## config.mk

```make
export PLATFORM = sky130hd
export DESIGN_NAME = riscv_run_ctrl
export DESIGN_NICKNAME = d
export VERILOG_FILES = /design/src/rtl/riscv_tb_pkg.sv /design/src/rtl/riscv_pc_trace_buf.sv /design/src/rtl/riscv_run_ctrl.sv
export SDC_FILE = /design/constraint.sdc
export NUM_CORES = 1
export LEC_CHECK = 0
export BUFFER_PORTS_ARGS = -buffer_cell sky130_fd_sc_hd__buf_2
export CAP_MARGIN = 30
export CORE_MARGIN = 1
export CORE_UTILIZATION = 35
export CTS_BUF_LIST = sky130_fd_sc_hd__clkbuf_8
export CTS_CLUSTER_DIAMETER = 80
export DETAILED_ROUTE_END_ITERATION = 8
export PLACE_DENSITY = 0.58
export SETUP_SLACK_MARGIN = 0.15
export SLEW_MARGIN = 15
export SYNTH_ARGS = -nofsm -noshare
export SYNTH_HDL_FRONTEND = slang
export SYNTH_SLANG_ARGS = --single-unit
```

## constraint.sdc

```tcl
create_clock -name clk -period 2.45 [get_ports clk]
set_input_delay 0.735 -clock clk [delete_from_list [all_inputs] [get_ports clk]]
set_output_delay 0.735 -clock clk [all_outputs]
set_load 0.1 [all_outputs]
```

## src/rtl/riscv_tb_pkg.sv

```systemverilog
// Shared types and defaults for the riscv run-control slice.
// State encoding is visible to the harness through state_o.
package riscv_tb_pkg;

  localparam int XLEN_DEF  = 32;
  localparam int CNT_W_DEF = 32;

  typedef enum logic [1:0] {
    RST_HOLD = 2'd0,
    RUN      = 2'd1,
    HALTED   = 2'd2,
    TIMEOUT  = 2'd3
  } run_state_e;

endpackage

```

## src/rtl/riscv_pc_trace_buf.sv

```systemverilog
// Circular PC history: newest entry at index 0, reads past count give 0.
// Only instantiated when RISCV_RUN_CTRL_TRACE_EN is defined.
module riscv_pc_trace_buf #(
  parameter int XLEN  = 32,
  parameter int DEPTH = 16,
  localparam int IW   = $clog2(DEPTH)
) (
  input  logic            clk,
  input  logic            reset_n,
  input  logic            clr_i,
  input  logic            wr_en_i,
  input  logic [XLEN-1:0] wr_pc_i,
  input  logic [IW-1:0]   idx_i,
  output logic [XLEN-1:0] rd_pc_o,
  output logic [IW:0]     cnt_o
);

  localparam logic [IW:0] FULL = (IW+1)'(DEPTH);

  logic [XLEN-1:0] mem_q [DEPTH];
  logic [IW-1:0]   wptr_q, wptr_d;
  logic [IW:0]     cnt_q, cnt_d;
  logic [IW-1:0]   rd_ptr;

  always_comb begin
    wptr_d = wptr_q;
    cnt_d  = cnt_q;
    if (clr_i) begin
      wptr_d = '0;
      cnt_d  = '0;
    end else if (wr_en_i) begin
      wptr_d = wptr_q + IW'(1);
      if (cnt_q != FULL) cnt_d = cnt_q + 1'b1;
    end
  end

  always_ff @(posedge clk or negedge reset_n) begin
    if (!reset_n) begin
      wptr_q <= '0;
      cnt_q  <= '0;
    end else begin
      wptr_q <= wptr_d;
      cnt_q  <= cnt_d;
    end
  end

  // Storage needs no reset: entries beyond cnt_q are never exposed.
  always_ff @(posedge clk) begin
    if (wr_en_i && !clr_i) mem_q[wptr_q] <= wr_pc_i;
  end

  assign rd_ptr  = wptr_q - IW'(1) - idx_i;
  assign rd_pc_o = ({1'b0, idx_i} < cnt_q) ? mem_q[rd_ptr] : '0;
  assign cnt_o   = cnt_q;

endmodule

```

## src/rtl/riscv_run_ctrl.sv

```systemverilog
// Core run control: reset sequencing, retire count, self-loop halt, watchdog.
// Define RISCV_RUN_CTRL_TRACE_EN to add the deduplicated PC trace ports.
module riscv_run_ctrl
  import riscv_tb_pkg::*;
#(
  parameter int XLEN         = XLEN_DEF,
  parameter int CNT_W        = CNT_W_DEF,
  parameter int RESET_CYCLES = 2,
  parameter int MAX_CYCLES   = 2000,
  parameter int HALT_CYCLES  = 8,
  parameter int TRACE_DEPTH  = 16
) (
  input  logic             clk,
  input  logic             reset_n,
  input  logic             restart_i,
  input  logic [XLEN-1:0]  pc_i,
  input  logic             pc_valid_i,
  output logic             core_rst_n_o,
  output logic [CNT_W-1:0] cycle_cnt_o,
  output logic [CNT_W-1:0] retire_cnt_o,
  output logic             done_o,
  output logic             halt_o,
  output logic             timeout_o,
  output logic [1:0]       state_o
`ifdef RISCV_RUN_CTRL_TRACE_EN
  ,
  input  logic [$clog2(TRACE_DEPTH)-1:0] trace_idx_i,
  output logic [XLEN-1:0]                trace_pc_o,
  output logic [$clog2(TRACE_DEPTH):0]   trace_cnt_o
`endif
);

  localparam int RW = $clog2(RESET_CYCLES + 1);
  localparam int SW = $clog2(HALT_CYCLES);
  localparam logic [RW-1:0]    RST_LAST  = RW'(RESET_CYCLES - 1);
  localparam logic [SW-1:0]    SAME_LAST = SW'(HALT_CYCLES - 2);
  localparam logic [CNT_W-1:0] CYC_LAST  = CNT_W'(MAX_CYCLES - 1);
  localparam bit               WDOG_EN   = (MAX_CYCLES != 0);

  if (RESET_CYCLES < 1) begin : g_bad_rst
    $error("RESET_CYCLES must be >= 1");
  end
  if (HALT_CYCLES < 2) begin : g_bad_halt
    $error("HALT_CYCLES must be >= 2");
  end

  run_state_e       state_q, state_d;
  logic             core_rst_n_q, core_rst_n_d;
  logic [RW-1:0]    rst_cnt_q, rst_cnt_d;
  logic [CNT_W-1:0] cycle_cnt_q, cycle_cnt_d;
  logic [CNT_W-1:0] retire_cnt_q, retire_cnt_d;
  logic             done_q, done_d;
  logic             halt_q, halt_d;
  logic             timeout_q, timeout_d;
  logic [XLEN-1:0]  last_pc_q, last_pc_d;
  logic             last_pc_vld_q, last_pc_vld_d;
  logic [SW-1:0]    same_cnt_q, same_cnt_d;

  logic in_run, restart, rst_done, pc_match, halt_hit, tmo_hit;

  assign in_run   = (state_q == RUN);
  assign restart  = restart_i && (state_q != RST_HOLD);
  assign rst_done = (state_q == RST_HOLD) && (rst_cnt_q == RST_LAST);
  assign pc_match = last_pc_vld_q && (pc_i == last_pc_q);
  assign halt_hit = in_run && pc_valid_i && pc_match
                    && (same_cnt_q == SAME_LAST);
  assign tmo_hit  = in_run && WDOG_EN && (cycle_cnt_q == CYC_LAST);

  always_ff @(posedge clk or negedge reset_n) begin
    if (!reset_n) begin
      state_q       <= RST_HOLD;
      core_rst_n_q  <= 1'b0;
      rst_cnt_q     <= '0;
      cycle_cnt_q   <= '0;
      retire_cnt_q  <= '0;
      done_q        <= 1'b0;
      halt_q        <= 1'b0;
      timeout_q     <= 1'b0;
      last_pc_q     <= '0;
      last_pc_vld_q <= 1'b0;
      same_cnt_q    <= '0;
    end else begin
      state_q       <= state_d;
      core_rst_n_q  <= core_rst_n_d;
      rst_cnt_q     <= rst_cnt_d;
      cycle_cnt_q   <= cycle_cnt_d;
      retire_cnt_q  <= retire_cnt_d;
      done_q        <= done_d;
      halt_q        <= halt_d;
      timeout_q     <= timeout_d;
      last_pc_q     <= last_pc_d;
      last_pc_vld_q <= last_pc_vld_d;
      same_cnt_q    <= same_cnt_d;
    end
  end

  always_comb begin
    state_d = state_q;
    unique case (state_q)
      RST_HOLD: if (rst_done) state_d = RUN;
      RUN: begin
        if (halt_hit)     state_d = HALTED;
        else if (tmo_hit) state_d = TIMEOUT;
      end
      default: ;
    endcase
    if (restart) state_d = RST_HOLD;
  end

  always_comb begin
    core_rst_n_d  = core_rst_n_q;
    rst_cnt_d     = rst_cnt_q;
    cycle_cnt_d   = cycle_cnt_q;
    retire_cnt_d  = retire_cnt_q;
    done_d        = done_q;
    halt_d        = halt_q;
    timeout_d     = timeout_q;
    last_pc_d     = last_pc_q;
    last_pc_vld_d = last_pc_vld_q;
    same_cnt_d    = same_cnt_q;
    if (restart) begin
      core_rst_n_d  = 1'b0;
      rst_cnt_d     = '0;
      cycle_cnt_d   = '0;
      retire_cnt_d  = '0;
      done_d        = 1'b0;
      halt_d        = 1'b0;
      timeout_d     = 1'b0;
      last_pc_d     = '0;
      last_pc_vld_d = 1'b0;
      same_cnt_d    = '0;
    end else if (state_q == RST_HOLD) begin
      rst_cnt_d = rst_cnt_q + RW'(1);
      if (rst_done) core_rst_n_d = 1'b1;
    end else if (in_run) begin
      if (cycle_cnt_q != '1) cycle_cnt_d = cycle_cnt_q + 1'b1;
      if (pc_valid_i) begin
        if (retire_cnt_q != '1) retire_cnt_d = retire_cnt_q + 1'b1;
        if (pc_match) begin
          same_cnt_d = same_cnt_q + SW'(1);
        end else begin
          same_cnt_d    = '0;
          last_pc_d     = pc_i;
          last_pc_vld_d = 1'b1;
        end
      end
      if (halt_hit) begin
        halt_d = 1'b1;
        done_d = 1'b1;
      end else if (tmo_hit) begin
        timeout_d = 1'b1;
        done_d    = 1'b1;
      end
    end
  end

  assign core_rst_n_o = core_rst_n_q;
  assign cycle_cnt_o  = cycle_cnt_q;
  assign retire_cnt_o = retire_cnt_q;
  assign done_o       = done_q;
  assign halt_o       = halt_q;
  assign timeout_o    = timeout_q;
  assign state_o      = state_q;

`ifdef RISCV_RUN_CTRL_TRACE_EN
  logic trace_wr;
  assign trace_wr = in_run && pc_valid_i && !pc_match && !restart;

  riscv_pc_trace_buf #(
    .XLEN  (XLEN),
    .DEPTH (TRACE_DEPTH)
  ) u_trace (
    .clk     (clk),
    .reset_n (reset_n),
    .clr_i   (restart),
    .wr_en_i (trace_wr),
    .wr_pc_i (pc_i),
    .idx_i   (trace_idx_i),
    .rd_pc_o (trace_pc_o),
    .cnt_o   (trace_cnt_o)
  );
`endif

endmodule

```

==> results.cfg <==
[outcome]
status = completed

[timing]
min_period_over_period_pct = 86.88
finalSetupTns_ns = 0
slew_headroom_pct = 62.36
slew_violations = 0
max_freq_mhz = 469.8
period_needed_ns = 2.129
max_slew.worst_pin.slew_ns = 0.5600
fin_skew_ns = 0.007260
finalHoldViolations = 0
grt_setup_unrepaired = false
setup_violations = 0

[logic_synthesis]
ys.warnings.count = 0
yosysTopAreaCellShare_pct = 47.67
synth.most_common_cell = dfrtp_1
yosysSeqAreaShare_pct = 47.67
netlist.top_cell.by_area = dfrtp_1
syn_nets = 609
syn_avg_cell_area_um2 = 9.981
synth_top_cells_by_count = dfrtp_1 (108), xnor2_1 (60), nor2_1 (57)
async_flop_share_pct = 100.0
synth_ff_type = dfrtp_1
yosys_register_bits = 108
netlist_instances = 568
netlist_area_um2 = 5669
synth_edf_count = 0
synth.area.top_cells = dfrtp_1 (48%), xnor2_1 (9.3%), a22o_1 (5.3%)
yosysUniqueCellTypes = 51

[grt]
grt_first_pass_wirelength_um = 23540
antenna_found_initial = 0
grt_max_degree = 41
grt_pass1_vias = 4696
gr-usage-all-layers_pct = 18.02
grt_remaining_overflow = 0

[setup_path]
crit_path_cell_trace = buf_2, xnor2_1, nand4_1, nor4_1, nand4_1, buf_4, or2_1, a32o_1
crit_path_start_kind = input port
cp_data_arrival_time_ns = 2.41
slowest_stage = nor4_1
critPathMaxStageDelay_ns = 0.41
reg2reg_depth = 7
crit_type = in2reg
path_max_fanout = 5
rr_startpoint = cycle_cnt_o[0]
cpMostUsedCell = nand4_1
r2r_slack_ns = 0.35
endpoint_kind = register
reg2reg_to = cycle_cnt_o[2]
required_ns = 2.73

[clock_tree]
clockBufferDepth = 2
htreeDepth = 3
cts_sinks = 108
clk_pin_slew_ns = 0.11
clock_latency_ns = 0.39
cts_root_buf = clkbuf_8
cts_inserted_buffers = 9
cts_tree = done

[final_layout]
final_net_count = 738
register_area_um2 = 2816
drive_gt1_share_pct = 33.62
multiInputGateArea_um2 = 2870
fillCellCount = 1520
synthToLayoutAreaGrowth_pct = 24.17
antenna_cells = 0
design_area_um2 = 7039

[min_path]
hold_path_class = in2async

[power_and_ir_drop]
ir_drop_mv = 0.3847
cellLeakagePower_nw = 3.068
power_density_nw_per_um2 = 817.4

[place]
portBuffers = 105
placed_area_um2 = 6782
dp_hpwl_um = 10470
gp_congestion = 0.8099

[detailed_routing]
drt_iter0_drc = 289
vias = 4820
dr.pass1.iters = 4
drc_errors = 0
wl_um = 14450
ant_nets = 0
wl_per_cell_um = 15.75
viasPerCell = 5.251

[floorplanning]
die_w_um = 129.3
core_area_um2 = 15830
io_pins = 106
die_h_um = 129.3
row_count = 46
die_area_um2 = 16710
start_util_pct = 35.82

[run]
cap_viol_max_count = 0
==> per-layer routing <==
metal	vias up	share of wire [%]	track usage, %
met1	2386	45	23.02
met5	-	0	0
met4	0	1.6	6.505
li1	2324	-	-
met3	17	4.5	3.840
met2	93	49	30.04
==> critical path: cells and delay by family <==
| family | cells | cell delay, ns |
|---|---|---|
| AOI/OAI and AO/OA | 1 | 0.27 |
| xor gates and xnor gates | 1 | 0.14 |
| buffers and inverters | 2 | 0.28 |
| and+or+nand+nor | 4 | 0.98 |
==> cell usage in the layout, fill, tap and decap left out, drive strengths merged, types with 13 or more instances in the layout <==
cell | Yosys | routed
o21ai | 17 | 17
xnor2 | 60 | 60
nand2 | 37 | 37
and3 | 15 | 15
xor2 | 16 | 16
dfrtp | 108 | 108
nand4 | 29 | 29
nor4 | 19 | 19
inv | 11 | 13
buf | 11 | 137
nand3 | 34 | 34
nor3 | 18 | 18
nor2 | 57 | 57
a21oi | 15 | 15
a22o | 34 | 34
==> how the worst max path moves through the flow <==
stage	startpoint	endpoint	slack [ns]	cells past startpoint
floorplan	cycle_cnt_o[24]	cycle_cnt_o[2]	0.14	7
global placement	pc_i[9]	state_o[0]	0.02	7
detailed placement	pc_i[9]	state_o[0]	-0.13	7
CTS	cycle_cnt_o[0]	cycle_cnt_o[2]	0.25	7
global route	cycle_cnt_o[6]	cycle_cnt_o[27]	0.15	7
finish	pc_i[9]	state_o[0]	0.32	8
==> where the power goes <==
group	internal [W]	switching (W)
Clock	0.000583	0.000660
Combinational	0.000748	0.00131
Sequential	0.00214	0.000310
Total	0.00347	0.00228
==> registers in the layout (all words and copies together) (netlist names) <==
signal / cells
state_o: 2
rst_cnt_q: 2
cycle_cnt_o: 32
last_pc_q: 32
last_pc_vld_q: 1
done_o: 1
same_cnt_q: 3
core_rst_n_o: 1
timeout_o: 1
halt_o: 1
retire_cnt_o: 32
==> repair_timing <==
action	CTS	global route
hold buffers	0	0
pin swaps	1	2
gates resized for setup	0	1
setup buffers	3	1
hold endpoints to repair	0	0
setup endpoints to repair	1	42
==> kinds of logic after synthesis <==
logic type	Yosys count	synth area share, %
flip-flops	108	47.67
XOR/XNOR	76	11.74
multiplexers	2	0.4634
adder cells (fa/ha/maj)	5	1.104
buffers and inverters	30	2.229
AO/OA/AOI/OAI	92	11.85
AND/OR/NAND/NOR	255	24.94
==> area by class of cell <==
class                           instances  share of cell area (%)
Inverter                               11                  0.5866
Clock inverter                          7                   1.404
Tap cell                              216                   3.839
Timing Repair Buffer                  137                   11.62
Sequential cell                       108                   40.01
Clock buffer                            9                   1.760
Multi-Input combinational cell        430                   40.77
==> through the flow <==
step                      std cells  util, %  hold WS, ns  setup WS [ns]  power, W
after floorplan                 568        -       0.4394         0.1405  0.003971
after global placement          898    42.85       0.4829        0.02465  0.004505
final                           918    44.47       0.2912         0.3215  0.005754
after detailed placement        898    42.85       0.4900        -0.1308  0.004566
after global routing            918    44.47       0.3154         0.1522  0.006088
after CTS                       917    44.40       0.2987         0.2498  0.005827
No activity file was read; power rests on OpenSTA's default activity.
